--- config.mk ---
export PLATFORM = sky130hd
export DESIGN_NAME = dac_spi_arbiter
export DESIGN_NICKNAME = d
export VERILOG_FILES = /design/src/rtl/dac_spi_arbiter.sv
export SDC_FILE = /design/constraint.sdc
export NUM_CORES = 1
export LEC_CHECK = 0
export BUFFER_PORTS_ARGS = -buffer_cell sky130_fd_sc_hd__buf_2
export CELL_PAD_IN_SITES_DETAIL_PLACEMENT = 0
export CELL_PAD_IN_SITES_GLOBAL_PLACEMENT = 1
export CORE_AREA = 2 2 104 106
export DETAILED_ROUTE_END_ITERATION = 8
export DIE_AREA = 0 0 106 108
export HOLD_SLACK_MARGIN = 0.08
export PLACE_DENSITY = 0.87
export SYNTH_ARGS = -nofsm -noshare
export SYNTH_HDL_FRONTEND = slang
export SYNTH_SLANG_ARGS = --single-unit
--- constraint.sdc ---
create_clock -name clk -period 1.9 [get_ports clk]
set_clock_uncertainty 0.2 [all_clocks]
set_input_delay 0 -clock clk [delete_from_list [all_inputs] [get_ports clk]]
set_output_delay 0 -clock clk [all_outputs]
set_load 0.02 [all_outputs]
--- src/rtl/dac_spi_arbiter.sv ---
// dac_spi_arbiter: shares one DAC spi_master between the control loop (port 0)
// and the host register path (port 1). It grants one port at a time, returns
// the read-back word, and then holds the bus idle for a guard gap.
// Build option: define DAC_SPI_ARBITER_ROUND_ROBIN_EN for round-robin tie
// breaking. When it is undefined, port 0 always wins a tie.
//
// state   | meaning
// --------+-----------------------------------------------------------------
// IDLE    | bus free; grant the next request
// RUN     | master armed for the owner; waiting for master_finished
// RELEASE | owner's finished held high until the owner drops arm
// GUARD   | bus held idle GUARD_CYCLES cycles before the next grant
module dac_spi_arbiter #(
   parameter int WID          = 24,
   parameter int GUARD_CYCLES = 2,
   parameter int GUARD_LEN    = 4
) (
   input  logic           clk,
   input  logic           rst,
   input  logic           arm_0,
   input  logic           arm_1,
   input  logic [WID-1:0] to_slave_0,
   input  logic [WID-1:0] to_slave_1,
   output logic [WID-1:0] from_slave_0,
   output logic [WID-1:0] from_slave_1,
   output logic           finished_0,
   output logic           finished_1,
   output logic           master_arm,
   output logic [WID-1:0] master_to_slave,
   input  logic [WID-1:0] master_from_slave,
   input  logic           master_finished,
   output logic           grant,
   output logic           busy
);

   typedef enum logic [1:0] {IDLE, RUN, RELEASE, GUARD} state_t;

   state_t               state_q, state_d;
   logic                 grant_q, grant_d;
   logic                 master_arm_q, master_arm_d;
   logic [WID-1:0]       mts_q, mts_d;
   logic [WID-1:0]       fs0_q, fs0_d;
   logic [WID-1:0]       fs1_q, fs1_d;
   logic                 fin0_q, fin0_d;
   logic                 fin1_q, fin1_d;
   logic [GUARD_LEN-1:0] guard_q, guard_d;
   logic                 win;
   logic                 owner_arm;
`ifdef DAC_SPI_ARBITER_ROUND_ROBIN_EN
   logic                 last_q, last_d;
`endif

   // State and output registers; reset clears everything, including mid-transfer.
   always_ff @(posedge clk) begin
      if (rst) begin
         state_q      <= IDLE;
         grant_q      <= 1'b0;
         master_arm_q <= 1'b0;
         mts_q        <= '0;
         fs0_q        <= '0;
         fs1_q        <= '0;
         fin0_q       <= 1'b0;
         fin1_q       <= 1'b0;
         guard_q      <= '0;
`ifdef DAC_SPI_ARBITER_ROUND_ROBIN_EN
         last_q       <= 1'b1;
`endif
      end else begin
         state_q      <= state_d;
         grant_q      <= grant_d;
         master_arm_q <= master_arm_d;
         mts_q        <= mts_d;
         fs0_q        <= fs0_d;
         fs1_q        <= fs1_d;
         fin0_q       <= fin0_d;
         fin1_q       <= fin1_d;
         guard_q      <= guard_d;
`ifdef DAC_SPI_ARBITER_ROUND_ROBIN_EN
         last_q       <= last_d;
`endif
      end
   end

   // Winner selection, next-state logic and registered output updates.
   always_comb begin
      state_d      = state_q;
      grant_d      = grant_q;
      master_arm_d = master_arm_q;
      mts_d        = mts_q;
      fs0_d        = fs0_q;
      fs1_d        = fs1_q;
      fin0_d       = fin0_q;
      fin1_d       = fin1_q;
      guard_d      = guard_q;
`ifdef DAC_SPI_ARBITER_ROUND_ROBIN_EN
      last_d       = last_q;
      win          = (arm_0 && arm_1) ? ~last_q : arm_1;
`else
      win          = ~arm_0;
`endif
      owner_arm    = grant_q ? arm_1 : arm_0;

      case (state_q)
         IDLE: begin
            if (arm_0 || arm_1) begin
               grant_d      = win;
               mts_d        = win ? to_slave_1 : to_slave_0;
               master_arm_d = 1'b1;
               state_d      = RUN;
`ifdef DAC_SPI_ARBITER_ROUND_ROBIN_EN
               last_d       = win;
`endif
            end
         end
         RUN: begin
            if (master_finished) begin
               master_arm_d = 1'b0;
               if (owner_arm) begin
                  if (grant_q) begin
                     fs1_d  = master_from_slave;
                     fin1_d = 1'b1;
                  end else begin
                     fs0_d  = master_from_slave;
                     fin0_d = 1'b1;
                  end
                  state_d = RELEASE;
               end else begin
                  // Owner aborted: the word is discarded, the bus still rests.
                  guard_d = GUARD_LEN'(GUARD_CYCLES);
                  state_d = GUARD;
               end
            end
         end
         RELEASE: begin
            if (!owner_arm) begin
               fin0_d  = 1'b0;
               fin1_d  = 1'b0;
               guard_d = GUARD_LEN'(GUARD_CYCLES);
               state_d = GUARD;
            end
         end
         GUARD: begin
            guard_d = guard_q - 1'b1;
            if (guard_q <= GUARD_LEN'(1)) begin
               state_d = IDLE;
            end
         end
         default: state_d = IDLE;
      endcase
   end

   assign grant           = grant_q;
   assign master_arm      = master_arm_q;
   assign master_to_slave = mts_q;
   assign from_slave_0    = fs0_q;
   assign from_slave_1    = fs1_q;
   assign finished_0      = fin0_q;
   assign finished_1      = fin1_q;
   assign busy            = (state_q != IDLE);

endmodule

==> impl_metrics.csv <==
group,metric,value,unit
grt,grt_first_pass_wirelength,16300,µm
floorplanning,start_util,32.5,%
logic_synthesis,ys_seq_elements,82,
logic_synthesis,syn-num-nets,472,
logic_synthesis,synthArstFlopShare,0,%
setup_path,crit_path_start_kind,"flop",
grt,first_global_vias,3507,
floorplanning,die_w,106,µm
setup_path,crit_start,"state_q[1]",
grt,antenna_found_initial,0,
floorplanning,dieArea,11400,µm²
placed_design,dp_cells,658,
timing,fin_crit,1.78,ns
setup_path,crit_path_end_kind,"flop",
setup_path,critical_path.cell_chain,"inv_1 -> buf_4 -> ha_1 -> inv_1 -> a221oi_2 -> a31oi_1 -> a211oi_1",
setup_path,slowest_delay,0.35,ns
setup_path,cp-endpoint,"state_q[0]",
cts,cts_setup_buffers,0,
setup_path,r2r-start,"state_q[1]",
layout,antenna_cells,0,
setup_path,cpMaxStageDelayCell,"dfxtp_2",
routing,first_iter_violations,170,
layout,syn_to_final_growth,59.7,%
routing,viasPerCell,4.78,
power_and_ir_drop,p_leak,2.39,nW
cts,cts_made_buffers,9,
layout,layout.nets,695,
floorplanning,die_y,108,µm
timing,hold_viol_final,0,
logic_synthesis,syn_area_per_cell,8.56,µm²
routing,wl_per_cell,13.9,µm
logic_synthesis,synth_cell_types,33,
logic_synthesis,yosys.area.top_type,"dfxtp_1",
timing,tns,0,ns
routing,drc,0,
floorplanning,rows,37,
layout,layout.cells.non_filler,751,
min_path,hold_start,"master_from_slave[19]",
timing,worst_slew_pin_slew,0.420,ns
setup_path,critPathMostFrequentCell,"inv_1",
placed_design,dpl-instance-area,4260,µm²
setup_path,crit_fanout,5,
setup_path,arrival,1.84,ns
setup_path,reg2reg_setup_slack,0.12,ns
cts,worstSkewPairLatency,0.35,ns
timing,drv_slew,0,
grt,overflow,0,
setup_path,cp.required,1.96,ns
routing,first_pass_iters,6,
cts,clockRootBuffer,"clkbuf_8",
logic_synthesis,syn_area,3320,µm²
cts,ctsLongestPathBuffers,2,
min_path,hold_path_depth,4,
flow_run,maxCapViolCount,0,
setup_path,r2r_end,"state_q[0]",
setup_path,worstSetupPathType,"flop to flop",
logic_synthesis,synth-seq-area-share,49.4,%
setup_path,r2r_cells,7,
cts,cts_tree,"done",
run_status,status,"finished clean",
timing,min_period_over_period,93.8,%
timing,rsz0062_at_grt,"no",
min_path,holdCritPathClass,"primary input to flop",
logic_synthesis,ys.flop_type,"dfxtp_1",
logic_synthesis,synth_edf_count,0,
layout,layout-drive-gt1-share,30.4,%
routing,vias,3589,
timing,max_slew_margin,72.0,%
layout,fin_area,5310,µm²
power_and_ir_drop,power.density,1040,nW/µm²
grt,grt_max_degree,84,
timing,layout_setup_ws,0.119,ns
logic_synthesis,syn_inst,388,
logic_synthesis,ys_warn_count,0,
cts,path_clk_slew,0.08,ns
floorplanning,pin_count,154,
placed_design,dp_slack,0.0411,ns
grt,grt_use_total,18.0,%
routing,drt-total-wl,10500,µm
layout,nFillCells,910,
routing,ant_nets,0,
placed_design,hpwl,6140,µm
power_and_ir_drop,total_power,5.50,mW
logic_synthesis,synthTopCellsByArea,"dfxtp_1, nand2_1, a21oi_1",
timing,finalSetupViolCount,0,
cts,cts.sinks,82,
timing,max_freq,561,MHz
floorplanning,core,10200,µm²
placed_design,gp_congestion,0.761,
cts,cts-htree-levels,3,
power_and_ir_drop,peakVddDrop,0.666,mV
logic_synthesis,synth_top_area_share,49.4,%
placed_design,io_buffer_count,153,
[cell usage after synthesis, types with 2 or more instances]
library cell,n
clkbuf_1,11
o31ai_1,2
inv_1,7
nand2b_1,3
nor2_1,31
buf_2,10
a211oi_1,27
a21oi_1,55
dfxtp_1,82
buf_4,4
ha_1,7
o21ai_0,3
nand2_1,99
mux2i_1,27
buf_6,2
[registers in the layout, indices dropped and copies added, names as in the netlist, 2 cells and up]
register	count
from_slave_0	24
master_to_slave	24
state_q	2
guard_q	4
from_slave_1	24
[cell families after synthesis]
group,after synthesis,synth area share (%)
AO/OA/AOI/OAI,91,16.5
adder cells (fa/ha/maj),7,2.64
multiplexers,27,8.13
buffers and inverters,34,5.12
AND/OR/NAND/NOR,147,18.3
flip-flops,82,49.4
[metrics by stage]
step | hold slack (ns) | utilization (%)
3_3_place_gp | 0.0515 | 41.6
3_5_place_dp | 0.0594 | 41.6
2_1_floorplan | -0.0640 | -
4_1_cts | 0.216 | 51.1
6_report | 0.241 | 51.9
5_1_grt | 0.235 | 51.9
[power by group]
part	switching (mW)	internal, mW	total, mW
Combinational	1.15	0.831	1.98
Clock	0.616	0.731	1.35
Sequential	0.174	2.00	2.17
[critical path, delay by kind of cell, from the launching register on]
family | cells | cell delay, ns
buffers and inverters | 3 | 0.29
AOI/OAI and AO/OA | 3 | 0.62
adders and majority gates | 1 | 0.24
DFF | 1 | 0.35
[what timing repair did]
action / CTS / global route
hold buffers: 76 / 0
gates resized for setup: 0 / 7
setup endpoints to repair: 0 / 31
endpoints found under the hold margin: 81 / 0
[placed cells by master, fill, tap and decap left out, drive strengths merged]
cell / Yosys / routed
buf: 16 / 161
nand2: 99 / 99
dfxtp: 82 / 82
dlygate4sd3: 0 / 76
a21oi: 55 / 55
nor2: 32 / 32
mux2i: 27 / 27
a211oi: 27 / 27
clkbuf: 11 / 12
inv: 7 / 7
ha: 7 / 7
o21ai: 3 / 3
nand2b: 3 / 3
o31ai: 2 / 2
bufinv: 0 / 2
clkinvlp: 0 / 2
a221oi: 2 / 2
and4: 1 / 1
nand4: 1 / 1
and4b: 1 / 1
nand4b: 1 / 1
and2b: 1 / 1
nor4b: 1 / 1
nor2b: 1 / 1
o221ai: 1 / 1
nor3b: 1 / 1
nand3: 1 / 1
or3: 1 / 1
nor4: 1 / 1
and2: 1 / 1
and3: 1 / 1
a31oi: 1 / 1
clkinv: 0 / 1
[cell type report]
type                            instances  area, µm²  area share [%]
Clock inverter                          5       80.1            1.51
Clock buffer                           10        128            2.41
Inverter                                7       26.3           0.495
Sequential cell                        82       1640            31.0
Timing Repair Buffer                  239       1710            32.3
Multi-Input combinational cell        272       1550            29.2
Tap cell                              136        170            3.21
[layer usage]
metal	vias to the layer above	GRT usage (%)	routed length (µm)
met5	-	0	0
met3	21	4.52	837
li1	1763	-	-
met1	1625	22.1	4600
met4	0	7.99	209
met2	180	30.0	4810
[worst min path at each step]
| stage | end | slack, ns |
|---|---|---|
| global placement | from_slave_0[0] | 0.05 |
| finish | from_slave_0[19] | 0.24 |
| CTS | from_slave_1[1] | 0.22 |
| global route | from_slave_0[17] | 0.23 |
| detailed placement | from_slave_0[23] | 0.06 |
| floorplan | from_slave_0[10] | -0.06 |
Note: power is estimated with default switching activity, not from simulation.
